**config.mk**
```make
export PLATFORM = sky130hd
export DESIGN_NAME = microcode_sequencer
export DESIGN_NICKNAME = d
export VERILOG_FILES = /design/src/rtl/microcode_sequencer.sv
export SDC_FILE = /design/constraint.sdc
export NUM_CORES = 1
export LEC_CHECK = 0
export ABC_AREA = 1
export BUFFER_PORTS_ARGS = -buffer_cell sky130_fd_sc_hd__buf_2
export CAP_MARGIN = 40
export CELL_PAD_IN_SITES_DETAIL_PLACEMENT = 0
export CELL_PAD_IN_SITES_GLOBAL_PLACEMENT = 2
export CORE_ASPECT_RATIO = 1.4
export CORE_MARGIN = 4
export CORE_UTILIZATION = 32
export DETAILED_ROUTE_END_ITERATION = 16
export GPL_ROUTABILITY_DRIVEN = 0
export PLACE_DENSITY_LB_ADDON = 0.1
export SLEW_MARGIN = 20
export SYNTH_ARGS = -nofsm -noshare
export SYNTH_HDL_FRONTEND = slang
export SYNTH_SLANG_ARGS = --single-unit
export TNS_END_PERCENT = 5
```
**constraint.sdc**
```tcl
create_clock -name clk -period 8.2 [get_ports clk]
set_clock_uncertainty 0.1 [all_clocks]
set_input_delay 0.41 -clock clk [delete_from_list [all_inputs] [get_ports clk]]
set_output_delay 0.41 -clock clk [all_outputs]
set_load 0.005 [all_outputs]
```
**src/rtl/microcode_sequencer.sv**
```systemverilog
// rtl/microcode_sequencer.sv - microcode EPROM fetch and micro-PC sequencer
module microcode_sequencer #(
    parameter int         WIDTH       = 64,
    parameter int         WAIT_CYCLES = 3,
    parameter logic [8:0] RESET_ADDR  = 9'd0,
    parameter int         STACK_DEPTH = 4
) (
    input  logic             clk,
    input  logic             reset,
    output logic             _rom_cs,
    output logic             _rom_oe,
    output logic [8:0]       rom_addr,
    input  logic [WIDTH-1:0] rom_data,
    input  logic [7:0]       cond,
    input  logic [8:0]       dispatch_addr,
    input  logic             stall,
    output logic [WIDTH-1:0] uinst,
    output logic             uinst_valid,
    output logic [8:0]       upc,
    output logic             halted,
    output logic             fault
);

    localparam int         SPW       = $clog2(STACK_DEPTH + 1);
    localparam int         AW        = (STACK_DEPTH > 1) ? $clog2(STACK_DEPTH) : 1;
    localparam logic [SPW-1:0] SP_FULL = SPW'(STACK_DEPTH);
    localparam logic [3:0] WAIT_LAST = 4'(WAIT_CYCLES);

    localparam logic [2:0] OP_NEXT     = 3'd0;
    localparam logic [2:0] OP_JUMP     = 3'd1;
    localparam logic [2:0] OP_BRT      = 3'd2;
    localparam logic [2:0] OP_BRF      = 3'd3;
    localparam logic [2:0] OP_CALL     = 3'd4;
    localparam logic [2:0] OP_RET      = 3'd5;
    localparam logic [2:0] OP_DISPATCH = 3'd6;
    localparam logic [2:0] OP_HALT     = 3'd7;

    typedef enum logic [1:0] {
        S_IDLE,
        S_FETCH,
        S_EXEC,
        S_HALT
    } state_t;

    state_t     state;
    state_t     state_next;
    logic [3:0] wait_cnt;
    logic [3:0] wait_next;
    logic [8:0] upc_next;
    logic       push;
    logic       pop;
    logic       latch;
    logic       set_halt;
    logic       set_fault;

    logic [SPW-1:0] sp;
    logic [8:0]     stack [STACK_DEPTH];
    logic [AW-1:0]  push_idx;
    logic [AW-1:0]  pop_idx;

    logic [2:0] op;
    logic [8:0] target;
    logic [2:0] csel;
    logic [8:0] inc;

    assign op       = uinst[WIDTH-1 -: 3];
    assign target   = uinst[WIDTH-4 -: 9];
    assign csel     = uinst[WIDTH-13 -: 3];
    assign inc      = upc + 9'd1;
    assign push_idx = AW'(sp);
    assign pop_idx  = AW'(sp - SPW'(1));

    // State register
    always_ff @(posedge clk or posedge reset) begin
        if (reset) begin
            state <= S_IDLE;
        end else begin
            state <= state_next;
        end
    end

    // Next-state, wait counting and micro-PC selection
    always_comb begin
        state_next = state;
        wait_next  = wait_cnt;
        upc_next   = upc;
        push       = 1'b0;
        pop        = 1'b0;
        latch      = 1'b0;
        set_halt   = 1'b0;
        set_fault  = 1'b0;
        case (state)
            S_IDLE: begin
                state_next = S_FETCH;
                wait_next  = 4'd1;
            end
            S_FETCH: begin
                if (wait_cnt == WAIT_LAST) begin
                    latch      = 1'b1;
                    state_next = S_EXEC;
                end else begin
                    wait_next = wait_cnt + 4'd1;
                end
            end
            S_EXEC: begin
                if (!stall) begin
                    state_next = S_FETCH;
                    wait_next  = 4'd1;
                    case (op)
                        OP_NEXT:     upc_next = inc;
                        OP_JUMP:     upc_next = target;
                        OP_BRT:      upc_next = cond[csel] ? target : inc;
                        OP_BRF:      upc_next = cond[csel] ? inc : target;
                        OP_CALL: begin
                            if (sp == SP_FULL) begin
                                set_fault  = 1'b1;
                                set_halt   = 1'b1;
                                state_next = S_HALT;
                            end else begin
                                push     = 1'b1;
                                upc_next = target;
                            end
                        end
                        OP_RET: begin
                            if (sp == '0) begin
                                set_fault  = 1'b1;
                                set_halt   = 1'b1;
                                state_next = S_HALT;
                            end else begin
                                pop      = 1'b1;
                                upc_next = stack[pop_idx];
                            end
                        end
                        OP_DISPATCH: upc_next = dispatch_addr;
                        default: begin
                            set_halt   = 1'b1;
                            state_next = S_HALT;
                        end
                    endcase
                end
            end
            default: begin
                state_next = S_HALT;
            end
        endcase
    end

    // Registered datapath and outputs; enables follow the next state so they rise with the data latch
    always_ff @(posedge clk or posedge reset) begin
        if (reset) begin
            wait_cnt    <= 4'd0;
            upc         <= RESET_ADDR;
            rom_addr    <= RESET_ADDR;
            _rom_cs     <= 1'b1;
            _rom_oe     <= 1'b1;
            uinst       <= '0;
            uinst_valid <= 1'b0;
            halted      <= 1'b0;
            fault       <= 1'b0;
            sp          <= '0;
            for (int i = 0; i < STACK_DEPTH; i++) begin
                stack[i] <= 9'd0;
            end
        end else begin
            wait_cnt    <= wait_next;
            upc         <= upc_next;
            _rom_cs     <= (state_next != S_FETCH);
            _rom_oe     <= (state_next != S_FETCH);
            uinst_valid <= (state_next == S_EXEC);
            if (state_next == S_FETCH && state != S_FETCH) begin
                rom_addr <= upc_next;
            end
            if (latch) begin
                uinst <= rom_data;
            end
            if (set_halt) begin
                halted <= 1'b1;
            end
            if (set_fault) begin
                fault <= 1'b1;
            end
            if (push) begin
                stack[push_idx] <= inc;
                sp              <= sp + SPW'(1);
            end else if (pop) begin
                sp <= sp - SPW'(1);
            end
        end
    end

endmodule

```
## After elaboration in Yosys (flattened, before gate mapping)

Cells that the tools add are included.

| storage, ports and cells | value |
|---|---|
| input port bits | 84 |
| output and inout bits | 87 |
| register bits | 131 |

| operators by class | value |
|---|---|
| $lt $le $gt $ge | 4 |
| $add $sub $neg | 4 |
| equal/unequal tests | 16 |
| bitwise gates (word level) | 2 |
| muxes and demuxes | 44 |
| reduce and logical (&&, ||, !) cells | 9 |

Operators by type and width:

| cell | number |
|---|---|
| $mux 9 | 9 |
| $pmux 9 s7 | 1 |
| $bwmux 36 | 1 |
| $bmux 9 s2 | 1 |
| $demux 9 s2 | 1 |
| $mux 1 | 17 |
| $eq 3x3->1 const B | 4 |
| $pmux 2 s3 | 2 |
| $pmux 4 s3 | 1 |
| $add 9x1->9 const B | 1 |
| $mux 2 | 4 |
| $mux 4 | 2 |
| $eq 3x2->1 const B | 2 |
| $ge 3x3->1 const B | 2 |
| $logic_not 3->1 | 2 |
| $mux 3 | 2 |
| $not 2->3 | 2 |
| $reduce_or 5->1 | 1 |
| $add 4x1->4 const B | 1 |
| $eq 2x1->1 const B | 2 |
| $eq 2x2->1 const B | 2 |
| $eq 4x2->1 const B | 1 |
| $lt 3x4->1 const B | 1 |
| $ne 2x1->1 const B | 2 |
| other kinds (13) | 15 |

## Longest topological paths before layout

Gate-level depths: netlist of the first run.

| logic depth | value |
|---|---|
| depth in word-level cells | 9 |
| depth in mapped cells | 15 |
| mapped depth without buffers | 13 |

## Worst setup path after synthesis of the first run

OpenSTA, ideal clock, no wires.

| path | value |
|---|---|
| kind | register to register |
| start point | register sp[0] |
| end point | register rom_addr[4] |
| cell stages (with the launch flop) | 16 |
| data required time | 7983 ps |
| buffers on the path | 3 |
| setup slack | 5927 ps |
| period minus slack after synthesis | 2273 ps |
| arrival | 2056 ps |
| cell sequence | dfrtp_1 > inv_2 > clkbuf_1 > ha_1 > buf_2 > inv_1 > buf_2 > nor2_1 > o21ai_1 > nand2_1 > nand2_1 > nand3_1 > a21oi_1 > nand2_1 > nand3_1 > nand2_1 |

| on the way | value |
|---|---|
| longest elaborated chain between the ends | 9 |

Ends and longest elaborated chain:

| element | RTL line | source |
|---|---|---|
| start: declaration | 56 | `logic [SPW-1:0] sp;` |
| start signal: assignment | 184 | `sp <= sp + SPW'(1);` |
| start signal: assignment | 186 | `sp <= sp - SPW'(1);` |
| $sub 3x1->3 | - |  |
| via pop_idx[0] | 59 | `logic [AW-1:0] pop_idx;` |
| $not 2->3 (implied by the code) | 131 | `upc_next = stack[pop_idx];` |
| $bmux 9 s2 | 131 |  |
| $mux 9 (implied by the code) (2 in a row) | 131 |  |
| $mux 9 | 125 | `if (sp == '0) begin` |
| $pmux 9 s7 | 109 | `case (op)` |
| $mux 9 | 106 | `if (!stall) begin` |
| $mux 9 | 92 | `case (state)` |
| end signal: assignment | 171 | `rom_addr <= upc_next;` |
| end: declaration | 12 | `output logic [8:0] rom_addr,` |

The timed path passes the listed nets, and every way through them passes these cells. The select of a mux whose other input is x is not followed.
A chain may end at the register's enable or synchronous reset.

## Worst setup path after layout of the first run

| path | value |
|---|---|
| start point | register sp[0] |
| end point | register rom_addr[5] |

| on the way | value |
|---|---|
| longest elaborated chain between the ends | 9 |

Ends and longest elaborated chain:

| element | RTL line |
|---|---|
| $sub 3x1->3 | - |
| $not 2->3 (implied by the code) | 131 |
| $bmux 9 s2 | 131 |
| $mux 9 (implied by the code) (2 in a row) | 131 |
| $mux 9 | 125 |
| $pmux 9 s7 | 109 |
| $mux 9 | 106 |
| $mux 9 | 92 |

Parallel ways exist; a longest one is shown, timed or not. The select of a mux whose other input is x is not followed.

==> impl_summary.md, run 1 <==
GRT
The first global-routing pass estimated 31400 um of wire. Entering global routing, the biggest net connects 81 pins. The via count of the first global-routing pass is 5772. The initial antenna violation count is 1. The remaining global-route overflow is 0.

The overall global routing resource usage is 18.0%.

Floorplan
The area of the core is 19300 sq um. Once the floorplan was initialized, standard cells occupied 32.6% of the core. The die boundary width is 127 um.

The number of standard-cell rows in the floorplan is 60. Pin placement for this block handled 171 I/O pins. In this run the vertical extent of the chip is 174 um.

The overall die area is 22000 sq um.

Finish
The number of diodes added for antenna fixing is 0. The post-synthesis to final-layout area growth is 26.6%. The share of post-route cells with drive strength above 1 is 24.7%.

The number of nets at the end of the flow is 1060.

Timing
Setup repair after global routing left no endpoint under its margin. At the pin with the least slew margin, the transition time is 0.810 ns. Across all setup checks in the final design, the least slack found is 5.61 ns.

The final period demand of the worst path is 2.59 ns. The number of max-slew violations in the final report is 0. Setup violations remaining at the end of the flow were counted as 0. In the finished design, the share of the clock period the worst path needs comes to 31.5%. The count of final hold-check violations is 0.

In this run the tightest slew margin relative to its limit is 46.0%. The setup TNS is 0 ns. The highest clock frequency the design can meet is 387 MHz.

Logic synthesis
The portion of synthesized area spent on multiplexers is 0.159%. When the netlist entered floorplanning its net count stood at 895. The mean instance size in the synthesized netlist is 7.83 sq um. Summing the areas of all xor and xnor instances in the mapped netlist gives 0.835% of the synthesized area.

Summing every instance area after synthesis gives 6290 sq um. After synthesis, the largest family of logic cells by area is simple AND/OR/NAND/NOR gates. After technology mapping, the gate count stands at 804. Summing the areas of all compound-gate instances in the mapped netlist gives 9.54% of the synthesized area.

Ranked by total cell area, the synthesized netlist is headed by sky130_fd_sc_hd__dfrtp_1, sky130_fd_sc_hd__nand2_1, sky130_fd_sc_hd__nand3_1, sky130_fd_sc_hd__inv_1, sky130_fd_sc_hd__o21ai_0. The area share of fa/ha/maj cells after synthesis is 1.39%. Summed over its instances, the top area cell type makes up 51.7% of the synthesized netlist area. Summed over all instances, the cell type with the most area after synthesis is sky130_fd_sc_hd__dfrtp_1.

After Yosys synthesis, and, or, nand and nor cells account for 29.3% of the synthesized area. Sequential elements use 52.1% of the synthesized area. The number of different library cells used by synthesis comes to 34. During synthesis, Yosys emitted a total of 0 warnings. The register bit total from synthesis is 131.

Clock network
The maximum buffer depth of the clock tree is 2. The CTS tree is yes. For the worst-skew pair, the clock arrives at the later sink with an insertion delay of 0.42 ns. In this run the post-CTS setup repair buffer count came out at 0. Clock-pin slew was measured on the worst setup and hold paths at 0.06 ns. The clock net in this run drives a total of 131 sinks.

The master cell of the clock root buffer is sky130_fd_sc_hd__clkbuf_16. CTS built an H-tree with a depth of 4. The number of gates resized after CTS was 0. Buffers inserted to repair hold after CTS numbered 0.

In this run, CTS created clock tree buffers numbering 17.

Detailed routing
The detail route stage leaves a number of antenna-violating nets equal to 0. For this block, the initial DRC count from the detailed router was 228. Detailed routing inserted a total of 5498 vias.

Summed over all layers, the routed wires come to 19100 um. The number of vias per cell after detailed routing is 4.47. Dividing the detail-routed wire length by the instance count gives 15.6 um. Before antenna repair, the detailed router went through 4 iterations. The DRC violation count after routing is 0.

Min path
The worst hold path belongs to the class in2async.

Power
Summed over all cells, the static leakage comes to 4.19 nW. In this run the power density over the cells is 414 nW/um^2. IR analysis of the VDD net gives a maximum drop of 149 uV.

Critical path
The classification of the worst setup path is reg2reg. The cell family contributing the most delay on the critical path is buffers and inverters. Data arrives at the worst endpoint at 2.79 ns. The startpoint type of the worst setup path is a flop. In this design, the critical path's most frequently occurring cell is sky130_fd_sc_hd__nand2_1.

At the worst endpoint, the required time is 8.41 ns. Counting both buffers and inverters, the worst setup path holds a total of 3. For this design, the slowest cell found on the critical path is sky130_fd_sc_hd__ha_1.

STA classifies the critical path endpoint as a flop. The highest fanout seen on the critical path is 22. In this design, the stage delay of the slowest critical-path cell is 0.40 ns. The signal on the critical path passes through buf_4, inv_2, ha_1, inv_1, nor2_1, o21ai_0, o21ai_0, nand2_1, nand3_1, a21oi_1, nand2_1, nand3_1, nand2_1.

Place
Before CTS, the worst setup slack after placement is 5.60 ns. The sum of net half-perimeters after detailed placement is 14300 um. During placement, the flow inserted port buffers numbering 170.

Job
Across the run, the number of max-cap violations was 0.

Run status
The run finished with clean final reports.
## worst register-to-register path: stages (launching register included)
cell and delay (ns):
sky130_fd_sc_hd__dfrtp_1 0.36, sky130_fd_sc_hd__buf_4 0.20, sky130_fd_sc_hd__inv_2 0.28, sky130_fd_sc_hd__ha_1 0.41
sky130_fd_sc_hd__inv_1 0.36, sky130_fd_sc_hd__nor2_1 0.09, sky130_fd_sc_hd__o21ai_0 0.07, sky130_fd_sc_hd__o21ai_0 0.10
sky130_fd_sc_hd__nand2_1 0.07, sky130_fd_sc_hd__nand3_1 0.08, sky130_fd_sc_hd__a21oi_1 0.17, sky130_fd_sc_hd__nand2_1 0.07
sky130_fd_sc_hd__nand3_1 0.06, sky130_fd_sc_hd__nand2_1 0.05
## synth_stat cells, drive strengths merged
| cell | number |
|---|---|
| o21a | 1 |
| nand3 | 61 |
| o21ai | 75 |
| ha | 7 |
| clkinv | 3 |
| dfrtp | 130 |
| nand4 | 2 |
| nor2 | 51 |
| o31ai | 2 |
| mux2i | 1 |
| buf | 16 |
| or2 | 1 |
| dfstp | 1 |
| a21oi | 23 |
| nand3b | 1 |
| clkbuf | 12 |
| o22ai | 1 |
| nor3 | 3 |
| inv | 74 |
| nand2 | 325 |
| a21boi | 8 |
| xor2 | 6 |
## report_power, final
group	switching, W	internal, W	leakage [nW]
Clock	0.000313	0.000451	0.274
Combinational	0.000865	0.000503	2.32
Sequential	0.000230	0.000936	1.60
## metal layers
layer	routed length, um	GRT usage [%]	share of wire, %
met1	8090	21.8	42
met2	9380	30.0	49
met3	1400	6.61	7.3
met4	248	4.70	1.3
met5	20	0	0.10
## kinds of logic after synthesis
group                    Yosys count
AO/OA/AOI/OAI                    110
flip-flops                       131
XOR/XNOR                           6
AND/OR/NAND/NOR                  444
multiplexers                       1
adder cells (fa/ha/maj)            7
buffers and inverters            105
## area by class of cell
| class | count | area, sq um |
|---|---|---|
| clock buffers | 18 | 429 |
| clock inverters | 14 | 156 |
| fillers | 2077 | 11300 |
| inverters | 77 | 297 |
| multi-input cells | 568 | 2600 |
| flip-flops and latches | 131 | 3280 |
| well taps | 248 | 310 |
| repair buffers | 174 | 893 |
## sequential cells by signal, summed over array words and instances, names as in the netlist
signal	cells
uinst	64
_rom_oe	1
stack	36
rom_addr	9
fault	1
halted	1
state	2
sp	3
wait_cnt	4
upc	9
uinst_valid	1
## worst paths after layout
kind	start	endpoint	slack (ns)	cells after the start
setup / recovery	sp[0]	rom_addr[5]	5.61	13
hold / removal	reset	uinst[26]	0.03	2
setup reg to reg	sp[0]	rom_addr[5]	5.61	13
hold reg to reg	uinst[1]	uinst[1]	0.36	2
max in group asynchronous	reset	rom_addr[1]	6.75	3
min in group clk	rom_data[20]	uinst[20]	0.08	3
## per-stage QoR
stage	hold WS (ns)	utilization [%]	cell area [sq um]	std cells	total power (W)
2_1_floorplan	0.347	-	6290	804	0.00201
6_report	0.0277	41.3	7970	1230	0.00330
5_1_grt	0.0778	41.3	7970	1230	0.00361
3_5_place_dp	0.354	38.3	7380	1198	0.00258
4_1_cts	0.0507	41.3	7970	1230	0.00336
3_3_place_gp	0.348	38.2	7360	1197	0.00258
## cell usage in the layout, fill, tap and decap left out, types with 7 or more instances in the layout
master                      instances
sky130_fd_sc_hd__o21ai_0           41
sky130_fd_sc_hd__dfrtp_1          130
sky130_fd_sc_hd__nand2_2            8
sky130_fd_sc_hd__nand3_1           58
sky130_fd_sc_hd__buf_2            170
sky130_fd_sc_hd__o21ai_1           33
sky130_fd_sc_hd__nand2_1          316
sky130_fd_sc_hd__a21oi_1           22
sky130_fd_sc_hd__inv_2             11
sky130_fd_sc_hd__clkbuf_16         17
sky130_fd_sc_hd__nor2_1            45
sky130_fd_sc_hd__a21boi_1           8
sky130_fd_sc_hd__ha_1               7
sky130_fd_sc_hd__inv_1             61
Power figures use the tool's default switching activity.
==> run 2: changes to the inputs <==
- CORE_UTILIZATION: 32 -> 30
- clock period: 8.2 -> 2.4 ns (I/O delays scaled with it)
==> run 2 against run 1 <==
Sequential power grew to 3.4 times the previous value. Clock power grew to 3.4 times the previous value. Global-route usage shrank 0.26 points. Register-to-register slack lost 5.3 ns. Via count grew 5.5%. First-iteration DRC count grew 21%. Critical endpoint is now rom_addr[4]. Largest cell class unchanged. Highest routed layer is now met4.
==> impl_summary.md, run 2 (synthesized netlist as in run 1, its figures left out) <==
Timing
Setup repair after global routing left no endpoint under its margin. The transition at the pin with the smallest max-transition slack is 0.655 ns (-0.154 ns). The share of the clock period used by the worst path after layout was 87.2% (+56 points). The worst max-slew margin expressed relative to the limit is 56.1% (+10 points).

The setup TNS is 0 ns (unchanged). The number of setup violations in the final report came to 0 (unchanged). The highest clock frequency the design can meet was 478 MHz (+24%).

The number of max-slew violations in the final report is 0 (unchanged). The final worst hold slack came to 0.0536 ns (+0.0259 ns). The count of final hold-check violations is 0 (unchanged). The final period demand of the worst path is 2.09 ns (-0.493 ns).

Power
The total power of the final layout is 0.0115 W (+250%). The standby leakage power was 4.53 nW (+8.3%). The maximum ir drop on the vdd rail came to 570 uV (+280%). The cell area power density is 1320 nW/um^2 (+220%).

Clock network
The clock latency reported for the late side of the worst-skew pair is 0.42 ns (about the same). The CTS tree is yes. The clock slew seen by the registers of the worst setup and hold paths was 0.06 ns (about the same). The clock sink total came to 131 (unchanged). The maximum level of the CTS H-tree is 4 (unchanged). The post-CTS setup buffer count is 0 (unchanged). The CTS buffer count is 17 (unchanged). The master cell of the clock root buffer is sky130_fd_sc_hd__clkbuf_16. The maximum buffer depth of the clock tree is 2 (unchanged).

GRT
The via count of the first global-routing pass came to 6122 (+6.1%). The overall global routing resource usage came to 17.7% (-0.26 points). The wire length of the first global-routing pass was 32400 um (+3.2%). The largest net degree at the start of global routing is 80 (-1.2%). The remaining global-route overflow is 0 (unchanged). The initial antenna violation count came to 0 (-1).

Min path
Counting instances, the worst hold path has a depth of 5. The worst hold path terminates at upc[7]. The startpoint identified for the worst hold timing path is dispatch_addr[7]. The worst hold path belongs to the class in2reg.

Run status
The run finished with clean final reports.

Floorplan
The effective utilization at floorplan is 30.6% (-2.0 points). The height of the chip is 179 um (+3.1%). The number of standard-cell rows in the floorplan came to 62 (+3.3%). The number of primary I/O pins is 171 (unchanged).

The area of the core is 20600 sq um (+6.5%). The overall die area came to 23400 sq um (+6.3%). The die boundary width is 130 um (+3.1%).

Detailed routing
The number of vias per cell after detailed routing is 4.41 (-1.4%). The first-iteration detailed-routing DRC count is 276 (+21%). The detailed-router iteration count before antenna repair is 4 (unchanged).

The met3 wire length was 1290 um (-8.1%). The post-route antenna net violation count was 0 (unchanged). The met2 wire length is 9740 um (+3.8%).

The top routing layer in use is met4. The via total after detailed routing is 5803 (+5.5%). The total routed wire length on the met1 layer was 8380 um (+3.6%). The routed wire length is 19600 um (+2.5%). The wire length per cell after detailed routing is 14.9 um (-4.2%). The DRC violation count after routing was 0 (unchanged).

Critical path
The required time at the worst-slack endpoint is 2.61 ns (-5.80 ns). The startpoint identified for the worst register-to-register timing path is sp[1]. The worst setup path is launched from a flop. The critical path arrival came to 2.30 ns (-0.49 ns). The kind of capture point of the worst setup path is a flop. In this run the critical register-to-register path is captured at rom_addr[4]. The critical path is of the reg2reg type. The number of cells on the worst reg-to-reg path is 13 (unchanged). The highest fanout seen on the critical path came to 8 (-64%).

The register-to-register setup slack is 0.31 ns (-5.31 ns).

Finish
The library cells used most frequently in the layout, excluding fill and tap cells, are sky130_fd_sc_hd__nand2_1, sky130_fd_sc_hd__buf_2, sky130_fd_sc_hd__dfrtp_1. Leaving out fill and tap cells, the most frequent cell in the layout is sky130_fd_sc_hd__nand2_1. The number of diodes added for antenna fixing is 0 (unchanged). The final instance count without filler cells is 1316 (+7.0%). More flip-flops sit in one register than any other, and that register is uinst. The share of post-route cells with drive strength above 1 is 24.2% (-0.50 points). The count of fill cells added during filler insertion is 2090 (+0.63%).

The number of nets at the end of the flow is 1138 (+7.4%). The largest registers in the layout are uinst: 64 flops, stack: 36 flops. The flip-flop count of the largest register after layout is 64 (unchanged). The post-synthesis to final-layout area growth is 39.3%.

Place
The number of port buffers is 170 (unchanged). The sum of net half-perimeters after detailed placement is 14500 um (+0.96%). The number of placed instances with taps included is 1218 (+1.7%).

Job
The count of max-cap constraint violations came to 0 (unchanged).
run 2: cell types whose count changed in the layout (fill, tap and decap cells not counted), moves of 2 or more:
cell,delta
sky130_fd_sc_hd__clkinv_2,+2
sky130_fd_sc_hd__buf_12,+3
sky130_fd_sc_hd__clkinv_4,-3
sky130_fd_sc_hd__dlygate4sd3_1,+66
sky130_fd_sc_hd__buf_4,+9
run 2: worst max path at each step:
stage | from | endpoint | slack [ns] | depth (start not counted)
finish | sp[1] | rom_addr[4] | 0.31 | 13
global route | sp[1] | rom_addr[8] | 0.1 | 13
detailed placement | sp[1] | rom_addr[3] | 0.29 | 12
CTS | sp[1] | rom_addr[5] | 0.27 | 12
floorplan | sp[0] | rom_addr[4] | 0.13 | 15
global placement | sp[1] | rom_addr[5] | 0.34 | 12
run 2: where the power goes:
part,switching (W),total (W),internal (W),leakage [nW]
logic,0.00307,0.00499,0.00191,2.65
registers,0.000728,0.00393,0.00320,1.60
clock network,0.00105,0.00262,0.00157,0.284
run 2: repair_timing:
action,CTS,global route
gates resized for setup,0,1
endpoints found under the hold margin,86,0
hold buffers,66,0
endpoints found under the setup margin,0,1
run 2: cell type report:
type	count	area [sq um]	share of cell area (%)
clock inverter	14	150	1.71
sequential	131	3280	37.4
timing repair buffer	252	1680	19.2
tap	256	320	3.65
clock buffer	18	439	5.01
multi-input combinational	568	2600	29.7
inverter	77	299	3.41
run 2: critical path: stages, from the launching register on:
cell,delay (ns)
sky130_fd_sc_hd__dfrtp_1,0.40
sky130_fd_sc_hd__inv_1,0.13
sky130_fd_sc_hd__ha_1,0.23
sky130_fd_sc_hd__nand2_1,0.12
sky130_fd_sc_hd__inv_1,0.08
sky130_fd_sc_hd__nor2_2,0.05
sky130_fd_sc_hd__inv_1,0.08
sky130_fd_sc_hd__nand2_1,0.06
sky130_fd_sc_hd__inv_1,0.05
sky130_fd_sc_hd__nand2_1,0.23
sky130_fd_sc_hd__a21oi_1,0.26
sky130_fd_sc_hd__nand2_1,0.07
sky130_fd_sc_hd__nand3_1,0.06
sky130_fd_sc_hd__nand2_1,0.05
run 2: routing by layer:
layer,vias to the layer above,track usage (%)
met1,2623,21.6
met3,13,6.32
met4,0,4.20
met2,144,30.0
met5,-,0
li1,3023,-
run 2: per-stage QoR:
step,instance area (sq um),util [%],worst slack (ns)
after floorplan,6300,-,0.127
after global placement,7500,36.5,0.335
after detailed placement,7520,36.6,0.286
after CTS,8770,42.6,0.269
after global routing,8770,42.7,0.0951
final,8770,42.7,0.308
==> run 3: changes to the inputs <==
- PLACE_DENSITY: default -> 0.82
- PLACE_DENSITY_LB_ADDON: 0.1 -> default
==> run 3 against run 2 <==
Die area unchanged. Register-to-register slack about the same. First-iteration DRC count rose by 25%. Clock power increased by 6%. Combinational power hardly changed. Design area is 0.50% higher. Largest power group unchanged.
==> impl_summary.md, run 3 (synthesized netlist as in run 1, its figures left out) <==
Finish
Counting flops per register, the top entry is uinst. The number of nets at the end of the flow was 1141 (+0.26%). In the layout the commonest cells are sky130_fd_sc_hd__nand2_1, sky130_fd_sc_hd__buf_2, sky130_fd_sc_hd__dfrtp_1. The area growth from synthesis to layout is 40.0%. The summed area of non-filler cells in the final layout was 8810 sq um (+0.50%). In the final layout, the registers with the most flip-flops are uinst: 64 flops, stack: 36 flops. The leading cell type in the layout, fill and taps excluded is sky130_fd_sc_hd__nand2_1.

The share of post-route cells with drive strength above 1 came to 24.2% (-0.068 points). The flip-flop count of the largest register after layout was 64 (unchanged). The number of diodes added for antenna fixing is 0 (unchanged).

GRT
The wire length of the first global-routing pass was 31900 um (-1.7%). The overall global routing resource usage is 17.4% (-0.34 points). The largest net degree at the start of global routing is 80 (unchanged). The initial antenna violation count is 0 (unchanged). The remaining global-route overflow is 0 (unchanged). The via count of the first global-routing pass is 6067 (-0.90%).

Critical path
The startpoint type of the worst setup path is a flop. The classification of the worst setup path is reg2reg. The highest fanout seen on the critical path is 11 (+3). The critical path arrival is 2.30 ns (about the same). The required time at the worst-slack endpoint is 2.61 ns (about the same). The largest stage delay on the critical path is 0.40 ns (about the same).

On the critical path, the stage with the largest delay is an instance of sky130_fd_sc_hd__dfrtp_1. The cell occurring most often along the worst timing path is sky130_fd_sc_hd__nand2_1. The kind of capture point of the worst setup path is a flop. The critical path goes through inv_1, ha_1, inv_1, buf_4, nor2_1, o21ai_0, nand2_1, nand2_1, nand3_1, a21oi_2, nand2_1, nand3_1, nand2_1.

Floorplan
The area of the core is 20600 sq um (unchanged). The height of the chip is 179 um (unchanged). The effective utilization at floorplan came to 30.6% (unchanged).

The die boundary width came to 130 um (unchanged). The number of standard-cell rows in the floorplan is 62 (unchanged). The overall die area is 23400 sq um (unchanged).

The number of primary I/O pins is 171 (unchanged).

Clock network
The CTS buffer count was 17 (unchanged). The clock latency reported for the late side of the worst-skew pair is 0.41 ns (about the same). The clock sink total is 131 (unchanged). In this run the clock root is driven by a sky130_fd_sc_hd__clkbuf_16. TritonCTS built the clock tree. The maximum buffer depth of the clock tree is 2 (unchanged). The clock slew seen by the registers of the worst setup and hold paths is 0.06 ns (about the same).

The maximum level of the CTS H-tree is 4 (unchanged).

Detailed routing
The number of vias per cell after detailed routing is 4.45 (+0.98%). The routed wire length is 19300 um (-1.5%). The DRC violation count after routing is 0 (unchanged). The wire length per cell after detailed routing came to 14.7 um (-1.7%).

The detailed-router iteration count before antenna repair is 5 (+1). The via total after detailed routing is 5873 (+1.2%). The first-iteration detailed-routing DRC count is 344 (+25%). The post-route antenna net violation count is 0 (unchanged).

Power
The maximum ir drop on the vdd rail is 531 uV (-6.8%). The standby leakage power came to 4.56 nW (+0.63%). The cell area power density came to 1330 nW/um^2 (+0.78%).

Job
The count of max-cap constraint violations is 0 (unchanged).

Timing
Setup repair after global routing left no endpoint under its margin. The setup TNS was 0 ns (unchanged). The number of setup violations in the final report is 0 (unchanged). The final period demand of the worst path is 2.09 ns (-0.00211 ns). The transition at the pin with the smallest max-transition slack came to 0.706 ns (+0.0506 ns).

The share of the clock period used by the worst path after layout is 87.1% (-0.088 points). The worst max-slew margin expressed relative to the limit is 52.7% (-3.4 points). The highest clock frequency the design can meet is 478 MHz (+0.10%). The count of final hold-check violations is 0 (unchanged). The final worst hold slack came to 0.0620 ns (+0.00834 ns).

The number of max-slew violations in the final report is 0 (unchanged).

Min path
The path class of the lowest-slack min-delay path is in2reg.

Run status
The run finished with clean final reports.

Place
The placement-stage cell area was 7530 sq um (+0.13%). The sum of net half-perimeters after detailed placement is 14100 um (-2.5%). The number of port buffers is 170 (unchanged).
run 3: metal layers:
layer	GRT usage [%]	up-vias	share of wire [%]
li1	-	3024	-
met1	20.7	2696	42
met2	29.7	138	50
met3	5.37	15	6.0
met4	5.92	0	1.7
met5	0	-	0
run 3: cell type report:
class | instances | area, sq um
tap | 256 | 320
multi-input combinational | 568 | 2600
sequential | 131 | 3280
clock inverter | 12 | 180
clock buffer | 20 | 447
inverter | 77 | 295
timing repair buffer | 255 | 1690
fill | 2100 | 11700
run 3: worst paths after layout:
kind,from,to,slack (ns),cells after the start
worst max-delay path,sp[1],rom_addr[1],0.31,13
min in group asynchronous,reset,uinst[0],0.15,3
worst max register to register,sp[1],rom_addr[1],0.31,13
max in group asynchronous,reset,_rom_oe,1.36,4
worst min register to register,uinst[44],uinst[44],0.36,2
worst min-delay path,dispatch_addr[8],upc[8],0.06,5
run 3: worst max-delay path: cells and delay by family (launching register included):
kind	cells	cell delay [ns]
buffers and inverters	3	0.58
DFF	1	0.40
and+or+nand+nor	7	0.44
adders and majority gates	1	0.27
AOI/OAI and AO/OA	2	0.20
run 3: power breakdown:
part           switching [W]  total, W  leakage (nW)  internal, W
registers           0.000735   0.00393          1.60      0.00320
clock network        0.00101   0.00278         0.301      0.00177
logic                0.00302   0.00497          2.67      0.00195
total                0.00476    0.0117          4.56      0.00692
run 3: stage by stage:
stage / setup WS [ns] / util (%) / cells / total power, W
2_1_floorplan: 0.127 / - / 804 / 0.00686
3_3_place_gp: 0.326 / 36.6 / 1221 / 0.00892
3_5_place_dp: 0.289 / 36.6 / 1221 / 0.00894
4_1_cts: 0.279 / 42.9 / 1319 / 0.0119
5_1_grt: 0.0130 / 42.9 / 1319 / 0.0128
6_report: 0.310 / 42.9 / 1319 / 0.0117
run 3: repair_timing:
item / CTS / global route
resized for setup: 0 / 0
setup buffers: 0 / 0
hold buffers: 66 / 0
endpoints found under the setup margin: 0 / 0
endpoints found under the hold margin: 139 / 0
